File: config.mk
export PLATFORM = sky130hd
export DESIGN_NAME = md_unit
export DESIGN_NICKNAME = d
export VERILOG_FILES = /design/src/rtl/mdu_pkg.sv /design/src/rtl/mdu_step.sv /design/src/rtl/md_unit.sv
export SDC_FILE = /design/constraint.sdc
export NUM_CORES = 1
export LEC_CHECK = 0
export CORE_AREA = 2 2 185 187
export DETAILED_ROUTE_END_ITERATION = 10
export DIE_AREA = 0 0 187 189
export PLACE_DENSITY = 0.66
export SYNTH_ARGS = -nofsm -noshare
export SYNTH_HDL_FRONTEND = slang
export SYNTH_SLANG_ARGS = --single-unit
File: constraint.sdc
create_clock -name i_clk -period 6.3 [get_ports i_clk]
set_clock_uncertainty 0.05 [all_clocks]
set_input_delay 1.575 -clock i_clk [delete_from_list [all_inputs] [get_ports i_clk]]
set_output_delay 1.575 -clock i_clk [all_outputs]
set_load 0.005 [all_outputs]
File: src/rtl/mdu_pkg.sv
// ============================================================================
// mdu_pkg : shared encodings for the md_unit multiply/divide unit
// Rev 1.0
// ============================================================================
`default_nettype none

package mdu_pkg;

  typedef enum logic [1:0] {
    OP_MULT  = 2'b00,
    OP_MULTU = 2'b01,
    OP_DIV   = 2'b10,
    OP_DIVU  = 2'b11
  } op_e;

  typedef enum logic [1:0] {
    ST_IDLE = 2'b00,
    ST_CALC = 2'b01,
    ST_FIX  = 2'b10
  } state_e;

  localparam logic MODE_MUL = 1'b0;
  localparam logic MODE_DIV = 1'b1;

  // Wide enough for any DATA_W up to 64; truncated at the point of use.
  localparam logic [63:0] DIV0_LO = '1;

endpackage

`default_nettype wire

File: src/rtl/mdu_step.sv
// ============================================================================
// mdu_step : one radix-2 iteration (shift-add multiply / restoring divide)
// Rev 1.0
// ============================================================================
`default_nettype none

module mdu_step
  import mdu_pkg::*;
#(
  parameter int DATA_W = 32
) (
  input  logic                  i_mode,
  input  logic [2*DATA_W-1:0]   i_acc,
  input  logic [DATA_W-1:0]     i_operand,
  output logic [2*DATA_W-1:0]   o_acc_next
);

  logic [DATA_W:0] w_sum;
  logic [DATA_W:0] w_rem_sh;
  logic [DATA_W:0] w_diff;

  // Multiply: acc = {partial product, remaining multiplier bits}, shifted right.
  // Divide:   acc = {partial remainder, remaining dividend / quotient bits}, shifted left.
  always_comb begin
    w_sum      = {1'b0, i_acc[2*DATA_W-1:DATA_W]} + (i_acc[0] ? {1'b0, i_operand} : '0);
    w_rem_sh   = i_acc[2*DATA_W-1:DATA_W-1];
    w_diff     = w_rem_sh - {1'b0, i_operand};
    o_acc_next = {w_sum, i_acc[DATA_W-1:1]};
    if (i_mode == MODE_DIV) begin
      if (w_diff[DATA_W]) begin
        o_acc_next = {w_rem_sh[DATA_W-1:0], i_acc[DATA_W-2:0], 1'b0};
      end else begin
        o_acc_next = {w_diff[DATA_W-1:0], i_acc[DATA_W-2:0], 1'b1};
      end
    end
  end

endmodule

`default_nettype wire

File: src/rtl/md_unit.sv
// ============================================================================
// md_unit : iterative MULT/MULTU/DIV/DIVU unit with architectural HI/LO
// Optional macro MDU_EARLY_OUT_EN: zero-operand multiply / divide-by-zero skip CALC.
// Rev 1.0
// ============================================================================
`default_nettype none

module md_unit
  import mdu_pkg::*;
#(
  parameter int DATA_W = 32
) (
  input  logic              i_clk,
  input  logic              i_rst_n,
  input  logic              i_start,
  input  logic [1:0]        i_op,
  input  logic [DATA_W-1:0] i_BusA,
  input  logic [DATA_W-1:0] i_BusB,
  input  logic              i_mthi,
  input  logic              i_mtlo,
  input  logic [DATA_W-1:0] i_wdata,
  output logic              o_busy,
  output logic              o_done,
  output logic [DATA_W-1:0] o_hi,
  output logic [DATA_W-1:0] o_lo
);

  localparam int                 CNT_W      = $clog2(DATA_W);
  localparam logic [CNT_W-1:0]   C_CNT_LAST = CNT_W'(DATA_W - 1);
  localparam logic [DATA_W-1:0]  C_DIV0_LO  = DATA_W'(DIV0_LO);

  state_e                r_state;
  state_e                w_next_state;
  logic                  r_is_div;
  logic                  r_neg_lo;
  logic                  r_neg_hi;
  logic                  r_div0;
  logic [2*DATA_W-1:0]   r_acc;
  logic [2*DATA_W-1:0]   w_acc_next;
  logic [DATA_W-1:0]     r_opnd;
  logic [CNT_W-1:0]      r_cnt;
  logic                  r_busy;
  logic                  r_done;
  logic [DATA_W-1:0]     r_hi;
  logic [DATA_W-1:0]     r_lo;

  logic                  w_div;
  logic                  w_sa;
  logic                  w_sb;
  logic [DATA_W-1:0]     w_mag_a;
  logic [DATA_W-1:0]     w_mag_b;
  logic                  w_a_zero;
  logic                  w_b_zero;
  logic                  w_early;
  logic [2*DATA_W-1:0]   w_prod;
  logic [DATA_W-1:0]     w_quo;
  logic [DATA_W-1:0]     w_rem;

  assign w_div    = i_op[1];
  assign w_sa     = ~i_op[0] & i_BusA[DATA_W-1];
  assign w_sb     = ~i_op[0] & i_BusB[DATA_W-1];
  assign w_mag_a  = w_sa ? -i_BusA : i_BusA;
  assign w_mag_b  = w_sb ? -i_BusB : i_BusB;
  assign w_a_zero = (i_BusA == '0);
  assign w_b_zero = (i_BusB == '0);

`ifdef MDU_EARLY_OUT_EN
  assign w_early = w_div ? w_b_zero : (w_a_zero | w_b_zero);
`else
  assign w_early = 1'b0;
`endif

  mdu_step #(.DATA_W(DATA_W)) u_step (
    .i_mode     (r_is_div ? MODE_DIV : MODE_MUL),
    .i_acc      (r_acc),
    .i_operand  (r_opnd),
    .o_acc_next (w_acc_next)
  );

  // Divide-by-zero leaves |A| as the remainder magnitude, so negating by sign(A)
  // restores the original A in HI; only the quotient needs overriding.
  assign w_prod = r_neg_lo ? -r_acc : r_acc;
  assign w_quo  = r_div0 ? C_DIV0_LO
                         : (r_neg_lo ? -r_acc[DATA_W-1:0] : r_acc[DATA_W-1:0]);
  assign w_rem  = r_neg_hi ? -r_acc[2*DATA_W-1:DATA_W] : r_acc[2*DATA_W-1:DATA_W];

  always_ff @(posedge i_clk or negedge i_rst_n) begin
    if (!i_rst_n) begin
      r_state <= ST_IDLE;
    end else begin
      r_state <= w_next_state;
    end
  end

  always_comb begin
    w_next_state = r_state;
    case (r_state)
      ST_IDLE: if (i_start) w_next_state = w_early ? ST_FIX : ST_CALC;
      ST_CALC: if (r_cnt == C_CNT_LAST) w_next_state = ST_FIX;
      ST_FIX:  w_next_state = ST_IDLE;
      default: w_next_state = ST_IDLE;
    endcase
  end

  always_ff @(posedge i_clk or negedge i_rst_n) begin
    if (!i_rst_n) begin
      r_is_div <= 1'b0;
      r_neg_lo <= 1'b0;
      r_neg_hi <= 1'b0;
      r_div0   <= 1'b0;
      r_acc    <= '0;
      r_opnd   <= '0;
      r_cnt    <= '0;
      r_busy   <= 1'b0;
      r_done   <= 1'b0;
      r_hi     <= '0;
      r_lo     <= '0;
    end else begin
      r_busy <= (w_next_state != ST_IDLE);
      r_done <= (r_state == ST_FIX);
      case (r_state)
        ST_IDLE: begin
          if (i_start) begin
            r_is_div <= w_div;
            r_cnt    <= '0;
            r_div0   <= w_div & w_b_zero;
            if (w_div) begin
              r_neg_lo <= w_sa ^ w_sb;
              r_neg_hi <= w_sa;
              r_opnd   <= w_mag_b;
              r_acc    <= w_early ? {w_mag_a, {DATA_W{1'b0}}} : {{DATA_W{1'b0}}, w_mag_a};
            end else begin
              r_neg_lo <= w_sa ^ w_sb;
              r_neg_hi <= w_sa ^ w_sb;
              r_opnd   <= w_mag_a;
              r_acc    <= w_early ? '0 : {{DATA_W{1'b0}}, w_mag_b};
            end
          end else begin
            if (i_mthi) r_hi <= i_wdata;
            if (i_mtlo) r_lo <= i_wdata;
          end
        end
        ST_CALC: begin
          r_acc <= w_acc_next;
          r_cnt <= r_cnt + 1'b1;
        end
        ST_FIX: begin
          r_hi <= r_is_div ? w_rem : w_prod[2*DATA_W-1:DATA_W];
          r_lo <= r_is_div ? w_quo : w_prod[DATA_W-1:0];
        end
        default: ;
      endcase
    end
  end

  assign o_busy = r_busy;
  assign o_done = r_done;
  assign o_hi   = r_hi;
  assign o_lo   = r_lo;

endmodule

`default_nettype wire

# [Word-level counts from Yosys, hierarchy flattened]
# Index checks and enable logic that the tools add are counted.
[op_classes] n_addsub=8 n_eq_ne=7 mux=28 bitwise=5 n_reduce_logical=9
[ops] op="32-bit two-way mux" count=14
[ops] op="64-bit two-way mux" count=4
[ops] op="32-bit negation" count=4
[ops] op="32-bit case mux with 2 select lines" count=2
[ops] op="64-bit case mux with 2 select lines" count=1
[ops] op="64-bit negation" count=1
[ops] op="32-bit by 33-bit adder with 33-bit output" count=1
[ops] op="33-bit by 32-bit subtractor with 33-bit output" count=1
[ops] op="32-bit logical NOT" count=1
[ops] op="5-bit case mux with 2 select lines" count=1
[ops] op="2-bit inequality test (second input constant)" count=4
[ops] op="3-bit AND reduction" count=2
[ops] op="2-bit nonzero test" count=3
[ops] op="5-bit by 1-bit adder with 5-bit output (second input constant)" count=1
[ops] op="5-bit == test (second input constant)" count=1
[ops] op="5-bit two-way mux" count=1
[ops] op="2-bit two-way mux" count=2
[ops] op="2-bit case mux with 2 select lines" count=1
[ops] op="2-bit AND reduction" count=2
[ops] op="1-bit bitwise AND" count=3
[ops] op="2-bit by 1-bit == test with 1-bit output (second input constant)" count=1
[ops] op="2-bit == test (second input constant)" count=1
[ops] op="2-bit logical NOT" count=1
[ops] op="1-bit two-way mux" count=2
[ops] op="2 further kinds" count=2
[word_totals] reg_bits=173 input_bits=103 output_inout_bits=66 wordCells=69

# [Logic depth before layout (Yosys ltp)]
# Gate-level depths: netlist of run 1.
[depth] ltp_word=6 depth_mapped=15 ltp_nobuf=14

# [Modules after synthesis]
# A second synthesis of run 1 with hierarchy kept.
[unflattened] cells_unflattened=2019 area_unflattened_um2=15647.5
[modules_own_cells] mod="md_unit" n_inst=1 cells_per_inst=1325 area_each_um2=10880.4 seq_area_each_um2=4329.2
[modules_own_cells] mod="mdu_step" n_inst=1 cells_per_inst=694 area_each_um2=4767.1 seq_area_each_um2=0.0

# [Worst setup path before layout of run 1]
# Ideal clock, no wire load.
[synth_timing] path_type="input-to-reg" start="in i_BusA[1]" end="reg r_acc[28]" setup_ps=126 arrival_time_ps=3901 t_required_ps=6124 slack_ps=2223 stages=11 n_path_buf=0 path_cell_list="inv_1 > ha_1 > or3b_2 > nor4_1 > and2_1 > nand3_1 > o21ai_0 > o21ai_0 > xnor2_1 > a211oi_1 > a221o_1"
[synth_between] elab_chain_cells=5
[synth_rtl] element="start: declaration" line="md_unit.sv:17" text="input logic [DATA_W-1:0] i_BusA,"
[synth_rtl] element="32-bit negation" line="md_unit.sv:62" text="assign w_mag_a = w_sa ? -i_BusA : i_BusA;"
[synth_rtl] element="32-bit two-way mux" line="md_unit.sv:62"
[synth_rtl] element="32-bit two-way mux" line="md_unit.sv:127" text="if (w_div) begin"
[synth_rtl] element="64-bit two-way mux" line="md_unit.sv:123" text="if (i_start) begin"
[synth_rtl] element="64-bit case mux with 2 select lines" line="md_unit.sv:121" text="case (r_state)"
[synth_rtl] element="end signal: assignment" line="md_unit.sv:131" text="r_acc <= w_early ? {w_mag_a, {DATA_W{1'b0}}} : {{DATA_W{1'b0}}, w_mag_a};"
[synth_rtl] element="end signal: assignment" line="md_unit.sv:136" text="r_acc <= w_early ? '0 : {{DATA_W{1'b0}}, w_mag_b};"
[synth_rtl] element="end signal: assignment" line="md_unit.sv:144" text="r_acc <= w_acc_next;"
[synth_rtl] element="end: declaration" line="md_unit.sv:38" text="logic [2*DATA_W-1:0] r_acc;"
# No other way between the ends. The select of a mux whose other input is x is not followed.
# A chain may end at the register's enable or synchronous reset.

# [Final worst setup path of run 1]
[layout_timing] start="in i_BusA[0]" end="reg r_acc[28]"
# The elaborated chain is that of the path after synthesis.

==> results of run 1 <==
==> cell type report <==
cell class | count | area share
tap | 448 | 0.0322
multi-input combinational | 1557 | 0.567
sequential | 173 | 0.249
clock buffer | 17 | 0.0244
clock inverter | 13 | 0.0102
inverter | 60 | 0.0129
timing repair buffer | 187 | 0.105
==> worst max-delay path, delay by kind of cell <==
kind	cells	cell delay [ns]
XOR/XNOR	1	0.23
buffers and inverters	2	0.57
AO/OA/AOI/OAI	4	0.94
adder cells (fa/ha/maj)	1	0.15
AND/OR/NAND/NOR	4	1.47
==> worst paths after layout <==
check | start | cells past startpoint | end | slack (ns)
setup / recovery | i_BusA[0] | 12 | r_acc[28] | 1.65
hold / removal | o_lo[30] | 2 | o_lo[30] | 0.43
setup reg to reg | r_acc[0] | 14 | r_acc[62] | 1.86
hold reg to reg | o_lo[30] | 2 | o_lo[30] | 0.43
max in group asynchronous | i_rst_n | 2 | r_acc[52] | 3.91
min in group asynchronous | i_rst_n | 1 | o_lo[15] | 1.14
==> cell families after synthesis <==
kind of cell	share of synthesized area
simple gates	0.191
fa+ha+maj	0.0616
mux	0.0597
xor+xnor	0.100
buf+inv	0.0459
flops	0.291
compound gates	0.250
==> registers in the layout, summed over array words and instances (netlist names) <==
| name | cells |
|---|---|
| r_is_div | 1 |
| o_busy | 1 |
| r_div0 | 1 |
| r_acc | 64 |
| o_hi | 32 |
| r_neg_lo | 1 |
| o_done | 1 |
| r_cnt | 5 |
| r_opnd | 32 |
| o_lo | 32 |
| r_state | 2 |
| r_neg_hi | 1 |
==> stage by stage <==
| step | setup slack [ns] | hold WS (ns) | instances |
|---|---|---|---|
| global placement | 1.36 | 0.411 | 2425 |
| detailed placement | 1.23 | 0.419 | 2425 |
| floorplan | 2.22 | 0.399 | 1907 |
| CTS | 1.70 | 0.436 | 2455 |
| finish | 1.65 | 0.429 | 2455 |
| global route | 1.33 | 0.451 | 2455 |
==> metal layers <==
layer  vias up  GRT usage  part of all wire
li1       7020          -                 -
met3       101     0.0480             0.071
met5         -          0           0.00048
met1      7060      0.386              0.44
met2       634      0.445              0.45
met4         4      0.108             0.036
==> cells in the mapped netlist, types with 14 or more instances <==
library cell,number,area [sq um]
sky130_fd_sc_hd__a211oi_1,20,150
sky130_fd_sc_hd__a21o_1,33,248
sky130_fd_sc_hd__a21oi_1,168,841
sky130_fd_sc_hd__a22oi_1,25,188
sky130_fd_sc_hd__a31oi_1,16,100
sky130_fd_sc_hd__and3_1,18,113
sky130_fd_sc_hd__clkbuf_1,94,353
sky130_fd_sc_hd__dfrtp_1,173,4330
sky130_fd_sc_hd__ha_1,70,876
sky130_fd_sc_hd__inv_1,58,218
sky130_fd_sc_hd__mux2_2,14,158
sky130_fd_sc_hd__mux2i_1,73,731
sky130_fd_sc_hd__nand2_1,201,754
sky130_fd_sc_hd__nand2b_1,26,163
sky130_fd_sc_hd__nand3_1,22,110
sky130_fd_sc_hd__nor2_1,191,717
sky130_fd_sc_hd__nor2b_1,14,87.6
sky130_fd_sc_hd__nor3_1,38,190
sky130_fd_sc_hd__nor4_1,21,131
sky130_fd_sc_hd__o21ai_0,206,1030
sky130_fd_sc_hd__o22ai_1,38,238
sky130_fd_sc_hd__o31ai_1,20,150
sky130_fd_sc_hd__or3_1,18,113
sky130_fd_sc_hd__xnor2_1,110,963
sky130_fd_sc_hd__xor2_1,60,526
==> cell usage in the layout, fill, tap and decap left out, types with 18 or more instances in the layout <==
master	netlist	layout
sky130_fd_sc_hd__a22oi_1	25	25
sky130_fd_sc_hd__o22ai_1	38	38
sky130_fd_sc_hd__xor2_1	60	60
sky130_fd_sc_hd__xnor2_1	110	109
sky130_fd_sc_hd__or3_1	18	18
sky130_fd_sc_hd__a21oi_1	168	168
sky130_fd_sc_hd__nor2_1	191	191
sky130_fd_sc_hd__nand2_1	201	200
sky130_fd_sc_hd__ha_1	70	70
sky130_fd_sc_hd__nand3_1	22	22
sky130_fd_sc_hd__o21ai_0	206	206
sky130_fd_sc_hd__nor4_1	21	21
sky130_fd_sc_hd__mux2i_1	73	73
sky130_fd_sc_hd__a21o_1	33	33
sky130_fd_sc_hd__a211oi_1	20	20
sky130_fd_sc_hd__nor3_1	38	38
sky130_fd_sc_hd__inv_1	58	58
sky130_fd_sc_hd__buf_4	1	19
sky130_fd_sc_hd__clkdlybuf4s50_1	0	166
sky130_fd_sc_hd__nand2b_1	26	25
sky130_fd_sc_hd__dfrtp_1	173	172
sky130_fd_sc_hd__and3_1	18	18
sky130_fd_sc_hd__o31ai_1	20	20
==> power groups by stage <==
stage               sequential [mW]  clock [mW]  combinational, mW
global placement               2.40           0               5.81
finish                         2.44        1.14               5.98
global route                   2.49        1.20               6.60
floorplan                      2.05           0               4.40
detailed placement             2.42           0               5.89
CTS                            2.40        1.15               5.92
==> impl_metrics.sql, run 1 <==
INSERT INTO impl_metrics (metric_group, metric, value, unit) VALUES
('pwr', 'ir_worst_vdd', '426', 'uV'),
('sta', 'clock.fmax', '0.215', 'GHz'),
('synth', 'syn-num-nets', '2082', ''),
('floorplanning', 'fp-row-count', '67', ''),
('pwr', 'p_int', '4.96', 'mW'),
('sta', 'timing_worst_slew_pin_value', '1.17', 'ns'),
('synth', 'synth.distinct_cells', '77', ''),
('pwr', 'p_leak', '7.28', 'nW'),
('route', 'drt-vias-per-instance', '6.04', ''),
('synth', 'syn-instance-count', '1907', ''),
('clock_network', 'ctsResizeCount', '0', ''),
('clock_network', 'max-clock-path-buffers', '2', ''),
('global_route', 'first_pass_grt_wire_length', '78.4', 'mm'),
('final_layout', 'postLayoutCellArea', '17400', 'sq um'),
('clock_network', 'clock_tree.root_cell', 'sky130_fd_sc_hd__clkbuf_16', ''),
('route', 'detail_route.iter0.violations', '1232', ''),
('final_layout', 'final_core_util', '0.523', ''),
('clock_network', 'htree_num_levels', '4', ''),
('clock_network', 'cts_setup_buffers', '0', ''),
('floorplanning', 'ios', '169', ''),
('clock_network', 'numCtsBuffers', '17', ''),
('final_layout', 'register_area', '4330', 'sq um'),
('synth', 'ys_async_sr_fraction', '1.00', ''),
('sta', 'slew_violations', '0', ''),
('sta', 'timing.final.hold_violations', '0', ''),
('critical_path', 'kind_of_start_point_of_the_critical_path', 'primary input', ''),
('sta', 'fin_setup_tns', '0', 'ns'),
('flow_run', 'max_cap_viol_count', '0', ''),
('clock_network', 'cts.reportedPaths.clkPinSlew', '0.07', 'ns'),
('final_layout', 'layout.filler_cells', '3218', ''),
('run_status', 'result_of_the_run', 'complete, no violations', ''),
('clock_network', 'cts_tree', 'done', ''),
('clock_network', 'clk_latency', '0.45', 'ns'),
('global_route', 'overall_track_demand_over_capacity_in_global_routing', '0.282', ''),
('hold_path', 'worst_hold_path_type', 'register to register', ''),
('synth', 'flop_and_latch_count_out_of_synthesis', '173', ''),
('critical_path', 'cpPeakStageDelay', '0.51', 'ns'),
('floorplanning', 'die-height', '189', 'microns'),
('clock_network', 'holdBufCountCts', '0', ''),
('final_layout', 'multi_input_area', '9870', 'sq um'),
('global_route', 'initial_antenna_violation_count', '2', ''),
('place', 'weighted_congestion_reported_at_the_end_of_routability_driven_placement', '0.967', ''),
('floorplanning', 'dieArea', '35300', 'sq um'),
('critical_path', 'critPathSlowestCell', 'sky130_fd_sc_hd__nor4_1', ''),
('clock_network', 'clock-sinks', '173', ''),
('route', 'drt-pass1-iter-count', '6', ''),
('synth', 'synth_warn', '0', ''),
('critical_path', 'setup.worst_path.end_class', 'register', ''),
('pwr', 'combinationalPowerShare', '0.626', ''),
('global_route', 'overflow', '0', ''),
('critical_path', 'cp_cell_sequence', 'clkdlybuf4s50_1, inv_1, ha_1, or3b_2, nor4_1, and2_1, nand3_1, o21ai_0, o21ai_0, xnor2_1, a211oi_1, a221o_1', ''),
('pwr', 'power_density_over_the_cells', '549', 'nW/um^2'),
('route', 'final_antenna_net_count', '0', ''),
('route', 'detail_route.drc_violations', '0', ''),
('floorplanning', 'core-area', '33300', 'sq um'),
('pwr', 'pwr-share-clk', '0.120', ''),
('pwr', 'share_seq_of_total_power', '0.255', ''),
('final_layout', 'post_synthesis_to_final_layout_area_growth', '17.1', '%'),
('route', 'detail_route.wirelength', '50.4', 'mm'),
('sta', 'timing.max_slew.rel_slack', '0.215', ''),
('pwr', 'power.net_switching', '4.60', 'mW'),
('global_route', 'first_global_vias', '13900', ''),
('synth', 'syn-cell-area', '14900', 'sq um'),
('critical_path', 'critical_path_data_required_time', '6.58', 'ns'),
('floorplanning', 'start_util', '0.447', ''),
('critical_path', 'worst-endpoint-arrival', '4.93', 'ns'),
('place', 'port_buffers', '168', ''),
('place', 'detailed_placement_wirelength_estimate', '38.9', 'mm'),
('route', 'drt-wirelength-per-cell', '20.5', 'microns'),
('sta', 'period_share', '0.738', ''),
('place', 'post_dp_cell_area', '16800', 'sq um');
(Power assumes the default switching activity.)
==> run 2, diff against run 1 <==
--- a/config.mk
+++ b/config.mk
@@ -8,7 +8,7 @@
 export CORE_AREA = 2 2 185 187
 export DETAILED_ROUTE_END_ITERATION = 10
 export DIE_AREA = 0 0 187 189
-export PLACE_DENSITY = 0.66
+export PLACE_DENSITY = 0.68
 export SYNTH_ARGS = -nofsm -noshare
 export SYNTH_HDL_FRONTEND = slang
 export SYNTH_SLANG_ARGS = --single-unit
==> constraint.sdc (replaced) <==
create_clock -name i_clk -period 4.2 [get_ports i_clk]
set_clock_uncertainty 0.05 [all_clocks]
set_input_delay 1.05 -clock i_clk [delete_from_list [all_inputs] [get_ports i_clk]]
set_output_delay 1.05 -clock i_clk [all_outputs]
set_load 0.005 [all_outputs]
==> impl_metrics.sql, run 2 (synthesized netlist as in run 1, its figures left out) <==
INSERT INTO impl_metrics (metric_group, metric, value, unit) VALUES
('final_layout', 'nNetsFinal', '2206', ''),
('route', 'final_antenna_net_count', '0', ''),
('critical_path', 'critical-path-top-delay-family', 'compound AO/OA/AOI/OAI gates', ''),
('floorplanning', 'die-height', '189', 'microns'),
('critical_path', 'setup.worst_path.end_class', 'register', ''),
('hold_path', 'timing.hold.worst.start', 'o_lo[25]', ''),
('place', 'detailed_placement_wirelength_estimate', '39.4', 'mm'),
('floorplanning', 'ios', '169', ''),
('critical_path', 'crit_path_frequent_cell', 'sky130_fd_sc_hd__buf_4', ''),
('place', 'port_buffers', '168', ''),
('critical_path', 'critPathSlowestCell', 'sky130_fd_sc_hd__dfrtp_1', ''),
('sta', 'setup_violation_total_in_the_final_timing_report', '0', ''),
('critical_path', 'register_to_register_path_depth', '16', ''),
('final_layout', 'layout.cells.most_common_list', 'sky130_fd_sc_hd__o21ai_0, sky130_fd_sc_hd__nand2_1, sky130_fd_sc_hd__nor2_1', ''),
('place', 'post_dp_cell_area', '17100', 'sq um'),
('pwr', 'ir_worst_vdd', '576', 'uV'),
('sta', 'clock.fmax', '0.250', 'GHz'),
('global_route', 'overflow', '0', ''),
('critical_path', 'r2r_start', 'r_acc[0]', ''),
('global_route', 'first_pass_grt_wire_length', '79.4', 'mm'),
('route', 'm1WireLength', '22.2', 'mm'),
('floorplanning', 'fp-row-count', '67', ''),
('route', 'detail_route.iter0.violations', '1475', ''),
('critical_path', 'path_max_fanout', '9', ''),
('clock_network', 'clock_tree.root_cell', 'sky130_fd_sc_hd__clkbuf_16', ''),
('floorplanning', 'floorplan.die.width', '187', 'microns'),
('place', 'weighted_congestion_reported_at_the_end_of_routability_driven_placement', '0.979', ''),
('pwr', 'total_power', '14.6', 'mW'),
('route', 'drt-wirelength-per-cell', '20.3', 'microns'),
('route', 'dr_wl_met3', '3.78', 'mm'),
('final_layout', 'largest_register_ffs', '64', ''),
('clock_network', 'cts_tree', 'done', ''),
('flow_run', 'max_cap_viol_count', '0', ''),
('critical_path', 'cpPeakStageDelay', '0.47', 'ns'),
('route', 'drt-vias-per-instance', '5.99', ''),
('pwr', 'power_density_over_the_cells', '823', 'nW/um^2'),
('floorplanning', 'dieArea', '35300', 'sq um'),
('floorplanning', 'core-area', '33300', 'sq um'),
('hold_path', 'worst_hold_path.num_cells', '2', ''),
('final_layout', 'layout.filler_cells', '3136', ''),
('clock_network', 'max-clock-path-buffers', '2', ''),
('sta', 'timing.max_slew.rel_slack', '0.266', ''),
('clock_network', 'htree_num_levels', '4', ''),
('clock_network', 'clock-sinks', '173', ''),
('route', 'met2RoutedLength', '23.0', 'mm'),
('critical_path', 'cp_cell_sequence', 'inv_1, buf_4, buf_4, buf_4, nor2_1, ha_1, and2_1, and4_1, a311oi_1, or3_1, nand2_1, o41ai_1, buf_4, xnor2_1, a22oi_1, o21ai_1', ''),
('sta', 'slew_violations', '0', ''),
('clock_network', 'holdBufCountCts', '0', ''),
('critical_path', 'critical_path.n_buffers_inverters', '5', ''),
('route', 'detail_route.drc_violations', '0', ''),
('sta', 'layout_min_cycle_time', '4.00', 'ns'),
('global_route', 'grt_start_max_net_pins', '84', ''),
('critical_path', 'setup_slack_on_the_worst_flop_to_flop_path', '0.20', 'ns'),
('global_route', 'first_global_vias', '14100', ''),
('final_layout', 'post_route_cells_drive_above_1_share', '0.0656', ''),
('clock_network', 'numCtsBuffers', '17', ''),
('sta', 'timing_worst_slew_pin_value', '1.10', 'ns'),
('clock_network', 'cts.reportedPaths.clkPinSlew', '0.08', 'ns'),
('floorplanning', 'start_util', '0.447', ''),
('critical_path', 'crit_type', 'register to register', ''),
('clock_network', 'cts_setup_buffers', '0', ''),
('final_layout', 'antenna_cells_inserted', '0', ''),
('critical_path', 'kind_of_start_point_of_the_critical_path', 'register', ''),
('global_route', 'initial_antenna_violation_count', '1', ''),
('critical_path', 'rr_endpoint', 'r_acc[60]', ''),
('route', 'drt-pass1-iter-count', '5', ''),
('sta', 'period_share', '0.953', ''),
('hold_path', 'worst_hold_path_type', 'register to register', ''),
('run_status', 'result_of_the_run', 'complete, no violations', ''),
('final_layout', 'largest-register', 'r_acc', ''),
('sta', 'timing.final.hold_violations', '0', ''),
('clock_network', 'clk_latency', '0.45', 'ns'),
('global_route', 'overall_track_demand_over_capacity_in_global_routing', '0.284', ''),
('route', 'top_layer', 'met4', ''),
('final_layout', 'most_common_cell_after_layout_fill_and_taps_aside', 'sky130_fd_sc_hd__o21ai_0', ''),
('route', 'detail_route.wirelength', '50.6', 'mm'),
('hold_path', 'hold_path_end', 'o_lo[25]', ''),
('final_layout', 'postLayoutCellArea', '17700', 'sq um'),
('route', 'vias', '14900', ''),
('critical_path', 'worst-endpoint-arrival', '4.23', 'ns'),
('critical_path', 'critical_path_data_required_time', '4.43', 'ns'),
('final_layout', 'post_synthesis_to_final_layout_area_growth', '19.2', '%'),
('pwr', 'p_leak', '7.47', 'nW');
## run 2: cell types whose count changed in the layout (fill, tap and decap cells not counted), sizes merged
cell,delta
bufinv,-3
clkinv,+7
clkinvlp,-1
buf,+35
inv,-1
## run 2: through the flow
stage,cells,TNS [ns],setup slack (ns),util,hold WS (ns)
3_3_place_gp,2460,0,0.154,0.514,0.416
4_1_cts,2492,0,0.163,0.532,0.439
3_5_place_dp,2460,0,0.0741,0.514,0.420
2_1_floorplan,1907,0,0.648,-,0.399
5_1_grt,2492,-0.0460,-0.0460,0.533,0.464
6_report,2492,0,0.195,0.533,0.436
## run 2: worst min-delay path, cell delays in order (launching register included)
cell                      delay, ns
sky130_fd_sc_hd__dfrtp_1       0.35
sky130_fd_sc_hd__nand2_1       0.05
sky130_fd_sc_hd__o21ai_0       0.06
## run 2: power by group
group          internal [mW]  switching, mW  leakage (nW)
sequential              2.43           1.11          2.15
combinational           4.26           5.13          5.03
clock                  0.812          0.856         0.298
## run 2: worst max path at each step
| stage | startpoint | endpoint | slack (ns) | depth (start not counted) |
|---|---|---|---|---|
| 2_1_floorplan | i_BusA[1] | r_acc[28] | 0.65 | 11 |
| 3_3_place_gp | i_BusA[1] | r_acc[28] | 0.15 | 12 |
| 3_5_place_dp | i_BusA[1] | r_acc[28] | 0.07 | 12 |
| 4_1_cts | r_acc[0] | r_acc[63] | 0.16 | 15 |
| 5_1_grt | r_acc[0] | r_acc[63] | -0.05 | 15 |
| 6_report | r_acc[0] | r_acc[60] | 0.20 | 16 |
## run 2: area by class of cell
cell class | count | area, sq um | share of cell area
clock buffer | 17 | 425 | 0.0240
clock inverter | 15 | 185 | 0.0104
inverter | 60 | 225 | 0.0127
multi-input combinational | 1557 | 9890 | 0.557
sequential | 173 | 4330 | 0.244
tap | 448 | 561 | 0.0316
timing repair buffer | 222 | 2120 | 0.120
## run 2: repair_timing
action,in CTS,in global routing
hold endpoints to repair,0,0
gates resized for setup,0,2
endpoints found under the setup margin,0,3
## run 2: per-layer routing
| layer | vias to the layer above | global-route usage |
|---|---|---|
| met3 | 102 | 0.0521 |
| met4 | 0 | 0.106 |
| met2 | 620 | 0.454 |
| li1 | 7100 | - |
| met1 | 7109 | 0.382 |
| met5 | - | 0 |
